--- src/rtl/ins_rr_merge.sv ---
// ins_rr_merge: merges NUM_CH valid/ready input channels into one registered
// "ins" output stream. Each output word carries the index of the channel it
// came from. Arbitration is round-robin (RR_MODE=1) or fixed priority with
// the lowest index winning (RR_MODE=0). The output stage is a single register
// slice that sustains one word per cycle and holds its word under backpressure.
module ins_rr_merge #(
    parameter int WIDTH   = 3,
    parameter int NUM_CH  = 4,
    parameter int RR_MODE = 1,
    localparam int CHW    = (NUM_CH > 1) ? $clog2(NUM_CH) : 1
) (
    input  logic                    clk,
    input  logic                    reset,
    input  logic [NUM_CH-1:0]       in_valid,
    output logic [NUM_CH-1:0]       in_ready,
    input  logic [NUM_CH*WIDTH-1:0] in_data,
    output logic                    ins_valid,
    input  logic                    ins_ready,
    output logic [WIDTH-1:0]        ins,
    output logic [CHW-1:0]          ins_ch
);

    // Output register contents and round-robin pointer.
    logic               r_ins_valid;
    logic [WIDTH-1:0]   r_ins;
    logic [CHW-1:0]     r_ins_ch;
    logic [CHW-1:0]     r_ptr;

    // Arbitration and handshake terms.
    logic               w_load_en;
    logic               w_any_grant;
    logic               w_xfer;
    logic [NUM_CH-1:0]  w_mask;
    logic [NUM_CH-1:0]  w_masked;
    logic [NUM_CH-1:0]  w_req;
    logic [NUM_CH-1:0]  w_grant;
    logic [CHW-1:0]     w_grant_idx;
    logic [WIDTH-1:0]   w_grant_data;
    logic [CHW-1:0]     w_ptr_next;

    // The output register may take a new word when it is empty or is being
    // popped in this same cycle.
    assign w_load_en = !r_ins_valid || ins_ready;

    // Round-robin arbiter: requests at or above the pointer take precedence;
    // if none exist, wrap around to the lowest requesting channel. With the
    // mask forced to zero this degenerates into plain lowest-index priority.
    always_comb begin
        // NOTE: every signal written here gets a default first, so no path
        // leaves one unassigned and no latch is inferred.
        w_mask       = '0;
        w_grant      = '0;
        w_grant_idx  = '0;
        w_grant_data = '0;
        for (int c = 0; c < NUM_CH; c++) begin
            w_mask[c] = (RR_MODE != 0) && (c >= int'(r_ptr));
        end
        w_masked    = in_valid & w_mask;
        w_req       = (|w_masked) ? w_masked : in_valid;
        w_any_grant = |w_req;
        // Scan downward so the lowest requesting index is the last one kept.
        for (int c = NUM_CH - 1; c >= 0; c--) begin
            if (w_req[c]) begin
                w_grant     = '0;
                w_grant[c]  = 1'b1;
                w_grant_idx = CHW'(c);
            end
        end
        for (int c = 0; c < NUM_CH; c++) begin
            if (w_grant[c]) begin
                w_grant_data = in_data[c*WIDTH +: WIDTH];
            end
        end
    end

    // Pointer moves to the channel after the one just served, wrapping at the top.
    always_comb begin
        w_ptr_next = '0;
        if (w_grant_idx != CHW'(NUM_CH - 1)) begin
            w_ptr_next = w_grant_idx + 1'b1;
        end
    end

    // Accept only the granted channel, only when the output register can load,
    // and never while reset is asserted.
    assign in_ready = (w_load_en && !reset) ? w_grant : '0;
    assign w_xfer   = w_load_en && w_any_grant && !reset;

    // Output register and arbitration pointer; reset discards any held word.
    always_ff @(posedge clk) begin
        // NOTE: non-blocking assignments keep every register updating from the
        // pre-edge values, independent of statement order.
        if (reset) begin
            r_ins_valid <= 1'b0;
            r_ins       <= '0;
            r_ins_ch    <= '0;
            r_ptr       <= '0;
        end else begin
            if (w_load_en) begin
                r_ins_valid <= w_xfer;
            end
            if (w_xfer) begin
                r_ins    <= w_grant_data;
                r_ins_ch <= w_grant_idx;
                if (RR_MODE != 0) begin
                    r_ptr <= w_ptr_next;
                end
            end
        end
    end

    assign ins_valid = r_ins_valid;
    assign ins       = r_ins;
    assign ins_ch    = r_ins_ch;

endmodule

--- config.mk ---
export PLATFORM = sky130hd
export DESIGN_NAME = ins_rr_merge
export DESIGN_NICKNAME = d
export VERILOG_FILES = /design/src/rtl/ins_rr_merge.sv
export SDC_FILE = /design/constraint.sdc
export NUM_CORES = 1
export LEC_CHECK = 0
export ABC_AREA = 0
export CORE_ASPECT_RATIO = 0.9
export CORE_MARGIN = 3
export CORE_UTILIZATION = 30
export CTS_BUF_LIST = sky130_fd_sc_hd__clkbuf_2
export CTS_CLUSTER_DIAMETER = 100
export CTS_CLUSTER_SIZE = 16
export DETAILED_ROUTE_END_ITERATION = 8
export PLACE_DENSITY = 0.59
export SLEW_MARGIN = 0
export SYNTH_ARGS = -nofsm -noshare
export SYNTH_HDL_FRONTEND = slang
export SYNTH_SLANG_ARGS = --single-unit
export TNS_END_PERCENT = 1
--- constraint.sdc ---
create_clock -name clk -period 4.4 [get_ports clk]
set_clock_uncertainty 0.05 [all_clocks]
set_input_delay 0.44 -clock clk [delete_from_list [all_inputs] [get_ports clk]]
set_output_delay 0.44 -clock clk [all_outputs]
set_load 0.03 [all_outputs]
After elaboration in Yosys (flattened, before gate mapping). Index checks and enable logic that the tools add are counted.

Memory bits (writable): 0. Memories: 0. Bits in registers: 8. Output and inout port bits: 10. Bits in latches: 0. ROM bits: 0.

Add/subtract/negate cells: 1. Reductions and logical operators: 8. Shift-type cells: 0. Equality and inequality tests: 1. Bitwise gates (word level): 1. $mul: 0. Order comparisons: 3. Muxes and demuxes: 15. Divide/modulo/power cells: 0.

Operators by type and width (count): $mux 4 (6); $mux 3 (4); $mux 2 (5); $reduce_or 4->1 (2); $and 4x4->4 (1); $ge 1x2->1 const A (2); $logic_and 1x1->1 (3); $add 2x1->2 const B (1); $ge 2x2->1 const A (1); $logic_not 1->1 (2); $ne 2x2->1 const B (1); $logic_or 1x1->1 (1).

Logic depth before layout (Yosys ltp).
Depth in word-level cells: 12. Depth in mapped cells: 7.

Worst setup path before layout. Ideal clock, no wire load.

Kind: input -> output. Start: in in_valid[1]. End: out in_ready[2]. Arrival: 1.426 ns. Stages on the path: 4. Path slack: 2.484 ns. Path buffers: 1. Required time: 3.910 ns. Path through: clkbuf_1 -> nand2b_1 -> o22ai_1 -> and2_1.

Cells in the longest elaborated chain, start to end: 7.

RTL lines: from (decl) (line 14) `input logic [NUM_CH-1:0] in_valid,`; $and 4x4->4 (line 58) `w_masked = in_valid & w_mask;`; $reduce_or 4->1 (line 59) `w_req = (|w_masked) ? w_masked : in_valid;`; $mux 4 * (line 59); $mux 4 (2 in series) (line 63) `if (w_req[c]) begin`; $mux 4 * (line 63); $mux 4 * (line 86) `assign in_ready = (w_load_en && !reset) ? w_grant : '0;`; to (decl) (line 15) `output logic [NUM_CH-1:0] in_ready,`.

Mark *: on every way between the ends. The rest lies on a longest branch, timed or not.

Worst setup path in the final report.
Start: in in_valid[0]. End: out in_ready[2].

The elaborated chain is that of the path after synthesis.

==> flow_summary.json <==
{
  "status": "finished clean",
  "hold_buffers": 0,
  "fin_hold_ws_ns": 0.409,
  "ctsResizeCount": 0,
  "firstDrtPassIters": 4,
  "die_area_sq_um": 2760,
  "final_max_slew_viol_count": 0,
  "synth_ff_type": "dfxtp_1",
  "netlist_area_sq_um": 651,
  "diodes": 0,
  "drv_cap": 0,
  "grt_overflow_total": 0,
  "synth_fp_nets": 108,
  "p_leak_nw": 0.326,
  "fmax_ghz": 0.329,
  "clk_pin_slew_ns": 0.09,
  "power.density_nw_per_um2": 249,
  "rows": 15,
  "cts.sinks": 8,
  "coreArea_sq_um": 1990,
  "power_switching_mw": 0.0855,
  "die_h_um": 50.2,
  "synth_area_leader_cell": "dfxtp_1",
  "fin_crit_ns": 3.04,
  "slew_headroom": 0.554,
  "synth_cell_type_count": 31,
  "avgSynthCellArea_sq_um": 7.31,
  "drive_gt1_frac": 0.0708,
  "syn_inst": 89,
  "synth_seq_area_share": 0.246,
  "tightest_slew_ns": 0.669,
  "nFillCells": 209,
  "grt_max_degree": 13,
  "num_io_pins": 29,
  "start_kind": "input pin",
  "pwr-share-clk": 0.201,
  "final_cell_area_sq_um": 926,
  "numCtsBuffers": 3,
  "p_int_mw": 0.145,
  "finalWorstSetupSlack_ns": 1.36,
  "synthArstFlopShare": 0,
  "final_nets": 134,
  "p_total_mw": 0.230,
  "p_comb_frac": 0.420,
  "whs_path_depth": 2,
  "cts.path.max_buffers": 2,
  "htreeDepth": 1,
  "r2r_slack_ns": 2.42,
  "ir_worst_vdd_mv": 0.146,
  "synthToLayoutAreaGrowth_pct": 42.3,
  "worstSetupPathType": "in2out",
  "numPortBuffers": 28,
  "drtIter0Drc": 7,
  "fp.dieW_um": 55.1,
  "place_congestion": 0.857,
  "ys_top_cells_by_area": "dfxtp_1 (25%), a21oi_1 (7.7%), nand2_1 (7.5%)",
  "hp-class": "reg2reg",
  "p_seq_frac": 0.378,
  "grt_setup_unrepaired": "false",
  "grt_pass1_wl_um": 2800,
  "critPathRequiredTime_ns": 3.91,
  "hpwlAfterDp_um": 1370,
  "yosysWarnings": 0,
  "cp.arrival_ns": 2.55,
  "clk_latency_ns": 0.24,
  "vias": 712,
  "wirelength_um": 1820,
  "antenna_found_initial": 0,
  "placed_cell_area_sq_um": 911,
  "final_cells": 138,
  "endpoint_kind": "output pin",
  "gr-usage-all-layers": 0.139,
  "netlist.area_leader.share": 0.246,
  "r2r_cells": 5,
  "swShare": 0.371,
  "cts_setup_buffers": 0,
  "drc_errors": 0,
  "ant_nets": 0,
  "ys_ff_latch": 8,
  "synth_edf_count": 0,
  "place_ws_ns": 1.36,
  "dp.cells": 135,
  "worstPathMaxFanout": 10,
  "finalCritPeriodShare": 0.691,
  "final_core_util": 0.465,
  "setup_viol": 0,
  "hold_violations": 0,
  "first_global_vias": 622,
  "viasPerCell": 5.16,
  "cts-root-buf": "clkbuf_2",
  "synth_common_cells": "nand2_1 (13), a21oi_1 (10), nor2_1 (10), dfxtp_1 (8)",
  "finalSetupTns_ns": 0,
  "wl_per_cell_um": 13.2,
  "synth.most_common_cell": "nand2_1",
  "tritoncts": "done",
  "start_util": 0.327
}
-- sequential cells by signal (all words and copies together), names as in the netlist --
name / count
ins_valid: 1
ins_ch: 2
r_ptr: 2
ins: 3
-- worst max-delay path, cell delays in order --
cell,delay (ns)
clkdlybuf4s50_1,0.59
nor2_1,0.21
a21oi_1,0.06
o22ai_1,0.40
and2_1,0.19
clkdlybuf4s50_1,0.66
-- placed cells by master, fill, tap and decap left out, types with 4 or more instances in the layout --
| cell type | count |
|---|---|
| a21oi_1 | 10 |
| clkdlybuf4s50_1 | 28 |
| dfxtp_1 | 8 |
| inv_1 | 5 |
| nand2_1 | 13 |
| nor2_1 | 10 |
| nor3_1 | 4 |
| o21ai_0 | 5 |
-- worst paths after layout --
path,startpoint,endpoint
max,in_valid[0],in_ready[2]
min reg2reg,ins_ch[0],ins_ch[0]
min,ins_ch[0],ins_ch[0]
max reg2reg,r_ptr[1],ins[2]
-- per-layer routing --
layer / vias to the layer above / track usage / wire length (um)
met5: - / 0 / 0
met4: 0 / 0.0607 / 35
met3: 5 / 0.0267 / 128
met2: 31 / 0.195 / 813
met1: 312 / 0.203 / 838
li1: 364 / - / -
-- final cells by class --
class	count	area, sq um	share of cell area
Timing Repair Buffer	28	280	0.303
Tap cell	25	31.3	0.0338
Clock buffer	3	15.0	0.0162
Multi-Input combinational cell	69	420	0.454
Sequential cell	8	160	0.173
Inverter	5	18.8	0.0203
-- cell families (layout without fill, tap and decap cells) --
group           after synthesis  after routing  share of synthesized area
compound gates               26             26                      0.288
buf+inv                      12             36                      0.108
flops                         8              8                      0.246
mux                           1              1                     0.0154
simple gates                 42             42                      0.342
-- power groups by stage --
stage                     clock, mW  combinational [mW]  sequential, mW
after floorplan                   0              0.0561          0.0939
after global placement            0              0.0959          0.0886
after detailed placement          0              0.0966          0.0890
after CTS                    0.0477              0.0972          0.0872
after global routing         0.0536               0.105          0.0886
final                        0.0464              0.0968          0.0871
(Power assumes the default switching activity.)
